## src/rtl/ifetch_unit.sv

```systemverilog
// Instruction fetch front end: owns the fetch PC, issues imem reads, buffers
// fetched words with their PCs in a prefetch FIFO, and handles redirect and HALT.
module ifetch_unit #(
  parameter logic [31:0] PC_INIT = 32'h0,
  parameter int          DEPTH   = 2
) (
  input  logic        CLK,
  input  logic        RST,
  output logic        imemREN,
  output logic [31:0] imemaddr,
  input  logic        ihit,
  input  logic [31:0] imemload,
  output logic        inst_valid,
  output logic [31:0] inst,
  output logic [31:0] inst_pc,
  input  logic        inst_ready,
  input  logic        redirect,
  input  logic [31:0] redirect_pc,
  output logic        halted
);

  localparam int            PW       = $clog2(DEPTH);
  localparam int            CW       = PW + 1;
  localparam logic [CW-1:0] CNT_FULL = CW'(DEPTH);
  localparam logic [5:0]    OP_HALT  = 6'b111111;

  typedef enum logic [1:0] {S_FETCH, S_FULL, S_HALTED} state_e;

  state_e        state_q, state_d;
  logic [31:0]   fetch_pc_q, fetch_pc_d;
  logic [31:0]   pc_mem_q   [DEPTH];
  logic [31:0]   inst_mem_q [DEPTH];
  logic [PW-1:0] rd_ptr_q, rd_ptr_d;
  logic [PW-1:0] wr_ptr_q, wr_ptr_d;
  logic [CW-1:0] count_q, count_d;

  logic push, pop, halt_pop, redirect_take;
  logic unused_rpc_lsbs;

  assign unused_rpc_lsbs = ^redirect_pc[1:0];

  assign imemaddr   = fetch_pc_q;
  assign imemREN    = (state_q == S_FETCH) && (count_q < CNT_FULL) && !redirect;
  assign inst_valid = (state_q != S_HALTED) && (count_q != '0);
  assign inst       = inst_mem_q[rd_ptr_q];
  assign inst_pc    = pc_mem_q[rd_ptr_q];
  assign halted     = (state_q == S_HALTED);

  assign pop           = inst_valid && inst_ready;
  assign halt_pop      = pop && (inst[31:26] == OP_HALT);
  assign redirect_take = redirect && (state_q != S_HALTED);
  // A word returned in the HALT-pop cycle is dropped along with the flush.
  assign push          = imemREN && ihit && !halt_pop;

  always_comb begin
    // NOTE: every variable gets a default first so no path leaves it unassigned (no latch).
    state_d    = state_q;
    fetch_pc_d = fetch_pc_q;
    rd_ptr_d   = rd_ptr_q;
    wr_ptr_d   = wr_ptr_q;
    count_d    = count_q;

    if (halt_pop) begin
      state_d  = S_HALTED;
      rd_ptr_d = '0;
      wr_ptr_d = '0;
      count_d  = '0;
    end else if (redirect_take) begin
      state_d    = S_FETCH;
      rd_ptr_d   = '0;
      wr_ptr_d   = '0;
      count_d    = '0;
      fetch_pc_d = {redirect_pc[31:2], 2'b00};
    end else begin
      if (push) begin
        wr_ptr_d   = wr_ptr_q + PW'(1);
        fetch_pc_d = fetch_pc_q + 32'd4;
      end
      if (pop) begin
        rd_ptr_d = rd_ptr_q + PW'(1);
      end
      if (push && !pop) begin
        count_d = count_q + CW'(1);
      end else if (pop && !push) begin
        count_d = count_q - CW'(1);
      end

      unique case (state_q)
        S_FETCH: if (count_d == CNT_FULL) state_d = S_FULL;
        S_FULL:  if (pop) state_d = S_FETCH;
        default: ;
      endcase
    end
  end

  // NOTE: sequential state uses non-blocking assignments so all registers update together.
  always_ff @(posedge CLK or posedge RST) begin
    if (RST) begin
      state_q    <= S_FETCH;
      fetch_pc_q <= PC_INIT;
      rd_ptr_q   <= '0;
      wr_ptr_q   <= '0;
      count_q    <= '0;
    end else begin
      state_q    <= state_d;
      fetch_pc_q <= fetch_pc_d;
      rd_ptr_q   <= rd_ptr_d;
      wr_ptr_q   <= wr_ptr_d;
      count_q    <= count_d;
    end
  end

  // NOTE: the FIFO storage is reset because inst/inst_pc must read 0 out of reset.
  always_ff @(posedge CLK or posedge RST) begin
    if (RST) begin
      for (int i = 0; i < DEPTH; i++) begin
        pc_mem_q[i]   <= '0;
        inst_mem_q[i] <= '0;
      end
    end else if (push) begin
      pc_mem_q[wr_ptr_q]   <= fetch_pc_q;
      inst_mem_q[wr_ptr_q] <= imemload;
    end
  end

endmodule

```

## config.mk

```make
export PLATFORM = sky130hd
export DESIGN_NAME = ifetch_unit
export DESIGN_NICKNAME = d
export VERILOG_FILES = /design/src/rtl/ifetch_unit.sv
export SDC_FILE = /design/constraint.sdc
export NUM_CORES = 1
export LEC_CHECK = 0
export CAP_MARGIN = 20
export CORE_MARGIN = 3
export CORE_UTILIZATION = 55
export DETAILED_ROUTE_END_ITERATION = 10
export PLACE_DENSITY_LB_ADDON = 0.3
export SYNTH_ARGS = -nofsm -noshare
export SYNTH_HDL_FRONTEND = slang
export SYNTH_SLANG_ARGS = --single-unit
```

## constraint.sdc

```tcl
create_clock -name CLK -period 9.8 [get_ports CLK]
set_input_delay 1.96 -clock CLK [delete_from_list [all_inputs] [get_ports CLK]]
set_output_delay 1.96 -clock CLK [all_outputs]
set_load 0.1 [all_outputs]
```

==> metrics.md <==
| Metric | Value |
|---|---|
| Least-Margin Pin Slew | around 1 ns |
| GR Util All Layers | about a quarter |
| Final hold vios | 0 |
| Die ar. | between 15000 and 20000 sq um |
| Area growth syn-to-layout | 29.5% |
| Startpoint types | primary input |
| Register area share after synthesis | 51.0% |
| Setup repair bufs after CTS | 0 |
| Area of the multi-input gates | between 3000 and 4000 sq um |
| Dpl hpwl | about 12000 um |
| Cts bufs inserted | 17 |
| Relative max-transition margin | ~31% |
| Mean Syn Cell Area | roughly 12 sq um |
| Total Nets Final | about 850 |
| Netlist cell types | between 40 and 50 |
| Crit path kind | primary input to output port |
| Gpl congestion | approximately 0.82 |
| Worst path required time | ~7.8 ns |
| Drt via density | between 6 and 7 |
| Critical Path End Type | output port |
| Setup TNS Final | 0 ns |
| DIE WIDTH | 125 um |
| Crit path arrival time | 4.12 ns |
| TritonRoute pass-1 iters | 5 |
| Num ports | ~170 |
| Placed Area | 9500 sq um |
| Clock transition at path regs | approximately 0.06 ns |
| RSZ-0062 raised after global routing | false |
| Number of synthesized flops with an enable pin | 0 |
| Slew Viols, Final | 0 |
| Port-buffer cells | approximately 160 |
| ANT nets after route | 0 |
| Residual DRC count | 0 |
| Post-synth top area cell | dfrtp_1 |
| Antenna cells | 0 |
| Post-synth top area share | about half |
| Worst-path fanout max | 4 |
| Synth top area cells | dfrtp_1, mux2_2, mux2_1, a2bb2oi_1, nor3_1 |
| CTS resizes | 0 |
| Final instance area | between 10000 and 15000 sq um |
| Vias in the first global route | approximately 6200 |
| Layout cells sized above 1 | 26.4% |
| Top FF cell, synth | dfrtp_1 |
| # fillers | roughly 940 |
| Number of synthesized register bits | between 150 and 200 |
| CTS H-tree depth | 4 |
| Final WL | around 19000 um |
| Async SR Flop Fraction | 100% |
| Initial Utilization | 56.3% |
| Setup violators final | 0 |
| DRT iter0 DRCs | 490 |
| HP Class | register to register |
| Core ar. | 13900 sq um |
| Clock Tree Buf Depth | 2 |
| Fmax | 0.164 GHz |
| Vias | 5817 |
| Number of max-cap violations | 0 |
| Post-Synthesis Cells | 638 |
| Syn. warnings | 0 |
| Hold-fix buffers, CTS | 0 |
| Drt wl/cell | around 20 um |
| Antenna violations before repair | 0 |
| Skew-Pair Late Insertion Delay | 0.42 ns |
| Chip Height | around 130 um |
| Minimum clock period | between 6 and 7 ns |
| CTS sink count | 160 |
| Reg area | around 4000 sq um |
| Skew final | around 0.0076 ns |
| Largest net degree at the start of global routing | 88 |
| Post-synthesis cell area | a little under 8000 sq um |
| Status | complete, no violations |
| First-pass GRT wire length | roughly 32000 um |
| GRT Residual Overflow | 0 |
| CTS tree | yes |
| Root buf cell | clkbuf_16 |
| Final Cycle Share | slightly above 60% |
| Number of cell rows | between 40 and 50 |
-- state kept, by name, summed over array words and instances (netlist names) --
register    cells
inst_mem_q     64
pc_mem_q       60
imemaddr       30
count_q         2
state_q         2
rd_ptr_q        1
wr_ptr_q        1
-- worst max-delay path, stage by stage --
cell             delay [ns]
clkdlybuf4s50_1        0.47
or3_4                  0.42
nor2_1                 0.11
clkdlybuf4s50_1        1.16
-- layout make-up --
cell class	count	share of cell area [%]
Sequential cell	160	39.4
Multi-Input combinational cell	420	35.1
Inverter	11	0.456
Timing Repair Buffer	167	16.3
Clock inverter	10	2.03
Clock buffer	21	4.53
Tap cell	180	2.22
-- per-layer routing --
layer / vias to the layer above / share of wire (%) / GRT usage, %
met5: - / 0 / 0
met4: 0 / 1.6 / 8.35
met3: 28 / 6.5 / 6.49
met2: 251 / 50 / 42.0
met1: 2913 / 42 / 32.0
li1: 2625 / - / -
-- cell families (layout without fill, tap and decap cells) --
family | Yosys count | after routing | synth area share (%)
buf+inv | 61 | 209 | 3.89
compound gates | 100 | 100 | 9.10
xor+xnor | 3 | 3 | 0.335
simple gates | 125 | 125 | 8.64
other cells | 1 | 4 | 0.0478
mux | 186 | 186 | 26.6
flops | 160 | 160 | 51.0
fa+ha+maj | 2 | 2 | 0.319
-- placed cells by master (no fill, tap or decap), drive strengths merged, types with 6 or more instances in the layout --
cell type	instances
dfrtp	160
bufinv	6
nand3	21
nand4	13
inv	12
a2bb2oi	21
nor2	24
a21oi	10
nor3	23
clkbuf	21
a211oi	9
clkdlybuf4s50	161
mux2	183
o21ai	15
buf	6
o22ai	12
a31oi	11
nand2	21
-- cells in the mapped netlist (4+ instances only) --
library cell,number
dfrtp_1,160
buf_4,4
o22ai_1,12
nand4_1,13
nor2_1,23
buf_2,12
o21ai_0,13
a21oi_1,10
mux2_2,162
mux2_1,21
o22a_1,5
nand3_1,20
a31oi_1,11
a2bb2oi_1,21
and2_1,5
inv_1,11
nor3_1,22
a211oi_1,9
nand2b_1,5
nand2_1,21
clkbuf_1,26
buf_6,6
-- path summary, 6_finish.rpt --
kind | startpoint | endpoint | slack, ns | depth (start not counted)
max | redirect | imemREN | 3.72 | 4
min | pc_mem_q[14] | pc_mem_q[14] | 0.49 | 1
max reg2reg | rd_ptr_q | inst_mem_q[52] | 5.95 | 7
min reg2reg | pc_mem_q[14] | pc_mem_q[14] | 0.49 | 1
max in group asynchronous | RST | imemaddr[29] | 6.27 | 3
min in group asynchronous | RST | inst_mem_q[7] | 2.03 | 2
-- per-stage QoR --
stage	setup slack, ns	cells	hold slack (ns)	utilization, %
2_1_floorplan	3.52	641	0.450	-
3_3_place_gp	3.75	938	0.461	68.1
3_5_place_dp	3.73	938	0.475	68.1
4_1_cts	3.73	969	0.489	72.9
5_1_grt	3.62	969	0.503	72.9
6_report	3.72	969	0.486	72.9
Power is not shown: default switching activity piles up to over one toggle a cycle in this logic, so the estimate is an artifact.
